===== src/rtl/lane_encoder.sv =====
// Per-lane 64b/66b transmit encoder: prepends the sync header and scrambles
// the payload with the self-synchronous polynomial G(x) = 1 + x^39 + x^58.
// Output is registered and comes out one clock after the input, with no stalls.

`ifndef ENCODER_DATA_IN_SIZE
`define ENCODER_DATA_IN_SIZE 64
`endif

module lane_encoder #(
  parameter int unsigned DATA_W   = `ENCODER_DATA_IN_SIZE,  // only 64 is supported
  parameter logic [57:0] SCR_SEED = 58'h0,
  parameter bit          SCR_EN   = 1'b1
) (
  input  logic              clk,
  input  logic              rst_n,
  input  logic              in_valid,
  input  logic              ctrl_in,
  input  logic [DATA_W-1:0] data_in,
  input  logic              scr_bypass,
  output logic              out_valid,
  output logic [DATA_W+1:0] block_out,
  output logic [15:0]       blk_cnt
);

  logic [DATA_W-1:0] scr_payload;
  logic [DATA_W-1:0] payload_d;
  logic [1:0]        sync_hdr;

  if (SCR_EN) begin : g_scr
    logic [57:0] scr_state_q;

    // Unroll 64 serial scrambler steps. ext[0..57] is the held state, where
    // ext[57] is the most recent bit; ext[58+k] is scrambled bit x_k.
    always_comb begin
      logic [DATA_W+57:0] ext;
      ext = '0;
      ext[57:0] = scr_state_q;
      for (int k = 0; k < int'(DATA_W); k++) begin
        ext[58+k] = data_in[k] ^ ext[k+19] ^ ext[k];
      end
      scr_payload = ext[DATA_W+57:58];
    end

    // State advances only on accepted, non-bypassed blocks; the newest 58
    // scrambled bits become the state for the next block.
    always_ff @(posedge clk or negedge rst_n) begin
      if (!rst_n) begin
        scr_state_q <= SCR_SEED;
      end else if (in_valid && !scr_bypass) begin
        scr_state_q <= scr_payload[DATA_W-1:DATA_W-58];
      end
    end
  end else begin : g_no_scr
    assign scr_payload = data_in;
  end

  // Select the payload and the unscrambled sync header.
  always_comb begin
    payload_d = scr_bypass ? data_in : scr_payload;
    sync_hdr  = ctrl_in ? 2'b10 : 2'b01;
  end

  // Output register: updates only when a block is accepted, so idle-cycle
  // input values never reach block_out.
  always_ff @(posedge clk or negedge rst_n) begin
    if (!rst_n) begin
      out_valid <= 1'b0;
      block_out <= '0;
      blk_cnt   <= '0;
    end else begin
      out_valid <= in_valid;
      if (in_valid) begin
        block_out <= {sync_hdr, payload_d};
        blk_cnt   <= blk_cnt + 16'd1;
      end
    end
  end

endmodule


===== config.mk =====
export PLATFORM = sky130hd
export DESIGN_NAME = lane_encoder
export DESIGN_NICKNAME = d
export VERILOG_FILES = /design/src/rtl/lane_encoder.sv
export SDC_FILE = /design/constraint.sdc
export NUM_CORES = 1
export LEC_CHECK = 0
export BUFFER_PORTS_ARGS = -buffer_cell sky130_fd_sc_hd__buf_2
export CELL_PAD_IN_SITES_DETAIL_PLACEMENT = 2
export CELL_PAD_IN_SITES_GLOBAL_PLACEMENT = 2
export CORE_MARGIN = 2
export CORE_UTILIZATION = 36
export CTS_BUF_LIST = sky130_fd_sc_hd__clkbuf_16
export DETAILED_ROUTE_END_ITERATION = 16
export GPL_TIMING_DRIVEN = 1
export PLACE_DENSITY_LB_ADDON = 0.1
export SLEW_MARGIN = 25
export SYNTH_ARGS = -nofsm -noshare
export SYNTH_HDL_FRONTEND = slang
export SYNTH_SLANG_ARGS = --single-unit

===== constraint.sdc =====
create_clock -name clk -period 2.4 [get_ports clk]
set_clock_uncertainty 0.05 [all_clocks]
set_input_delay 0.12 -clock clk [delete_from_list [all_inputs] [get_ports clk]]
set_output_delay 0.12 -clock clk [all_outputs]
set_load 0.02 [all_outputs]

* After elaboration in Yosys (flattened, before gate mapping) *
Index checks and enable logic that the tools add are counted.

operators by class
  bitwise logic cells = 128
  mux-type cells = 2
  reductions and logical operators = 2
  add/subtract/negate cells = 1

operators with widths
  operator               number
  $xor 1x1->1            128
  $mux 64                1
  $add 16x1->16 const B  1
  $mux 2                 1
  $logic_and 1x1->1      1
  $logic_not 1->1        1

storage, ports and cells
  input port bits = 69
  word-level logic and storage cells = 137
  register bits after elaboration = 141

* Logic depth before layout (Yosys ltp) *
  depth in word-level cells = 5
  mapped depth = 7
  gate-level depth less buffers = 5

* Least setup slack after synthesis *
No wires, ideal clock.

  kind = reg2reg
  start point = register blk_cnt[3]
  end point = register blk_cnt[15]
  buffers on the path = 1
  data required time = 2.271 ns
  arrival time = 1.538 ns
  clock period less this slack = 1.668 ns
  stages on the path, launching flop included = 6
  setup slack = 0.732 ns
  cells stage by stage = dfrtp_1 > nand3_2 > or3_1 > buf_6 > nor4_4 > xor2_1

on the way
  word-level cells in the longest chain between the ends = 1

RTL lines
  what                    line  RTL
  from (decl)             22    output logic [15:0] blk_cnt
  from (signal assigned)  74    blk_cnt <= blk_cnt + 16'd1;
  $add 16x1->16           74

Every way passes these cells.
A chain may end at the register's enable or synchronous reset.

* Worst setup path in the final report *
  start point = register g_scr.scr_state_q[41]
  end point = register block_out[61]

on the way
  word-level cells in the longest chain between the ends = 5

RTL lines
  what                      line  RTL
  from (decl)               30    logic [57:0] scr_state_q;
  from (signal assigned)    50    scr_state_q <= scr_payload[DATA_W-1:DATA_W-58];
  $xor 1x1->1 (4 in a row)  39    ext[58+k] = data_in[k] ^ ext[k+19] ^ ext[k];
  $mux 64                   59    payload_d = scr_bypass ? data_in : scr_payload;
  to (signal assigned)      73    block_out <= {sync_hdr, payload_d};
  to (decl)                 21    output logic [DATA_W+1:0] block_out,

Every way passes these cells.

==> impl_metrics.csv <==
group,metric,value,unit
sta,fin_crit,1950,ps
logic_synthesis,syn-instance-count,778,
logic_synthesis,synth-seq-cells,141,
hold_path,hold_path.class,"in2reg",
sta,final_hold_viol_count,0,
die,die_h,146.7,um
cts,clk_latency,430,ps
routing,vias_per_cell,5.058,
sta,slew_headroom,51.82,%
sta,hold_slack,7.549,ps
grt,grt_max_degree,75,
critical_path,worst_r2r_endpoint,"block_out[61]",
cts,cts_tree,"done",
finish,mostFrequentLayoutCell,"buf_2",
placed_design,gp_congestion,0.7848,
placed_design,io_buffer_count,151,
routing,postRouteAntennaNets,0,
placed_design,post-dp-hpwl,18.03,mm
critical_path,end_kind,"flop",
logic_synthesis,syn_nets,848,
sta,worst_pin_slew,722.6,ps
hold_path,hold_end,"g_scr.scr_state_q[56]",
critical_path,path_max_fanout,4,
routing,routed_wl,25.34,mm
power_and_ir_drop,powerDensity,1434,nW/um^2
cts,cts_made_buffers,17,
finish,nNetsFinal,1032,
grt,grt.total_usage,24.70,%
die,die_x,146.7,um
die,io-pin-count,152,
sta,fin_tns_setup,0,ps
cts,clockBufferDepth,2,
cts,post_cts_resized,0,
sta,drv_slew,0,
cts,h-tree-depth,4,
logic_synthesis,ys_seq_area_share,48.11,%
finish,areaGrowthSynthToFinish,29.15,%
die,start_util,36.48,%
finish,most-common-layout-cells,"buf_2, dfrtp_1, xnor2_1, nand2_1, nor2_1",
logic_synthesis,synth_top_area_share,48.11,%
critical_path,reg2regPathDepth,4,
sta,max_freq,512.8,MHz
placed_design,pre_cts_slack,469.4,ps
grt,grt_pass1_wl,40.87,mm
sta,min_period_over_period,81.25,%
critical_path,crit_required,2700,ps
power_and_ir_drop,p_total,0.01358,W
sta,worst_slack,449.9,ps
logic_synthesis,synth_area_leader_cell,"dfrtp_1",
critical_path,crit_type,"reg2reg",
grt,overflow,0,
hold_path,worstHoldPathCells,3,
die,rows,52,
hold_path,min_from,"data_in[62]",
finish,drive_gt1_share,20.12,%
routing,drtPass1Iterations,5,
routing,drc,0,
die,core,20100,sq um
logic_synthesis,synth.avg_cell_area,9.427,sq um
critical_path,r2r_slack,450,ps
sta,finalSetupViolCount,0,
flow_run,drv_cap,0,
sta,rsz0062_at_grt,"false",
finish,nFillCells,2181,
logic_synthesis,yosys_warnings,0,
power_and_ir_drop,vdd_drop_max,0.6244,mV
cts,cts_setup_buffers,0,
logic_synthesis,synth_area,7335,sq um
critical_path,r2r_start,"g_scr.scr_state_q[41]",
outcome,status,"complete, no violations",
logic_synthesis,synth_cell_types,26,
cts,clock_sinks,141,
grt,antenna_found_initial,0,
grt,first_global_vias,7185,
routing,drt_iter0_markers,244,
routing,wl_per_cell,20.35,um
logic_synthesis,yosys-top-cells-area,"dfrtp_1, xnor2_1, xor2_1",
routing,vias,6297,
power_and_ir_drop,p_leak,4.291,nW
die,die-area,21530,sq um
critical_path,arrival,2250,ps
cts,clk_pin_slew,60,ps
cts,cts_root_buffer,"clkbuf_16",
critical_path,startpoint_type,"flop",
## through the flow
stage                     utilization [%]  instances  cell area [sq um]
final                               47.12       1245               9473
after global routing                47.11       1244               9470
after CTS                           47.11       1244               9470
after detailed placement            41.71       1167               8386
after global placement              41.71       1167               8386
after floorplan                         -        778               7335
## Yosys cell counts, drive strengths merged
cell type	instances
a31oi	5
or3	19
xor2	68
nor2	73
nor4	2
and3	13
nand2	98
nand4	3
xnor2	126
o21ai	45
inv	5
buf	8
clkbuf	35
a21oi	59
nor3	5
a211o	7
mux2	2
nand3	56
ha	1
dfrtp	141
nor4b	7
## critical path, cell delays in order, from the launching register on
cell	delay (ps)
dfrtp_1	450
xnor2_1	590
xnor2_1	260
or3_1	360
a31oi_1	160
## power breakdown
group / leakage (nW) / total (W) / switching [W] / internal [W]
Combinational: 2.31 / 0.00630 / 0.00377 / 0.00252
Sequential: 1.68 / 0.00441 / 0.00103 / 0.00337
Clock: 0.303 / 0.00288 / 0.00105 / 0.00182
Total: 4.29 / 0.0136 / 0.00586 / 0.00772
## worst max-delay path by stage
stage / start / to / slack [ps] / cells past startpoint
4_1_cts: g_scr.scr_state_q[41] / g_scr.scr_state_q[55] / 440 / 4
5_1_grt: g_scr.scr_state_q[41] / block_out[61] / 420 / 4
2_1_floorplan: blk_cnt[3] / blk_cnt[15] / 730 / 5
3_3_place_gp: g_scr.scr_state_q[41] / g_scr.scr_state_q[55] / 450 / 4
6_report: g_scr.scr_state_q[41] / block_out[61] / 450 / 4
3_5_place_dp: g_scr.scr_state_q[41] / g_scr.scr_state_q[55] / 470 / 4
## layout make-up
type / instances / area, sq um / area share [%]
Antenna cell: 1 / 2.502 / 0.02642
Clock buffer: 17 / 425.4 / 4.491
Clock inverter: 14 / 198.9 / 2.100
Inverter: 5 / 18.77 / 0.1981
Multi-Input combinational cell: 589 / 3616 / 38.17
Sequential cell: 141 / 3528 / 37.25
Tap cell: 270 / 337.8 / 3.566
Timing Repair Buffer: 208 / 1345 / 14.20
## sequential cells by signal (all words and copies together), names as in the netlist
signal,count
out_valid,1
blk_cnt,16
g_scr.scr_state_q,58
block_out,66
## logic make-up after synthesis
logic type | after synthesis | share of synthesized area, %
compound gates | 116 | 8.359
xor+xnor | 194 | 23.17
fa+ha+maj | 1 | 0.1706
buf+inv | 48 | 2.627
flops | 141 | 48.11
mux | 2 | 0.3070
simple gates | 276 | 17.26
## metal layers
metal	global-route usage [%]	vias up	wire length, um
met3	3.075	27	866
met1	30.69	3194	10470
met5	0	-	0
li1	-	2932	-
met4	7.136	0	431
met2	45.02	144	13570
## what timing repair did
| item | CTS | global route |
|---|---|---|
| hold endpoints to repair | 117 | 0 |
| hold buffers | 46 | 0 |
| setup endpoints to repair | 0 | 0 |
(Power assumes the default switching activity.)
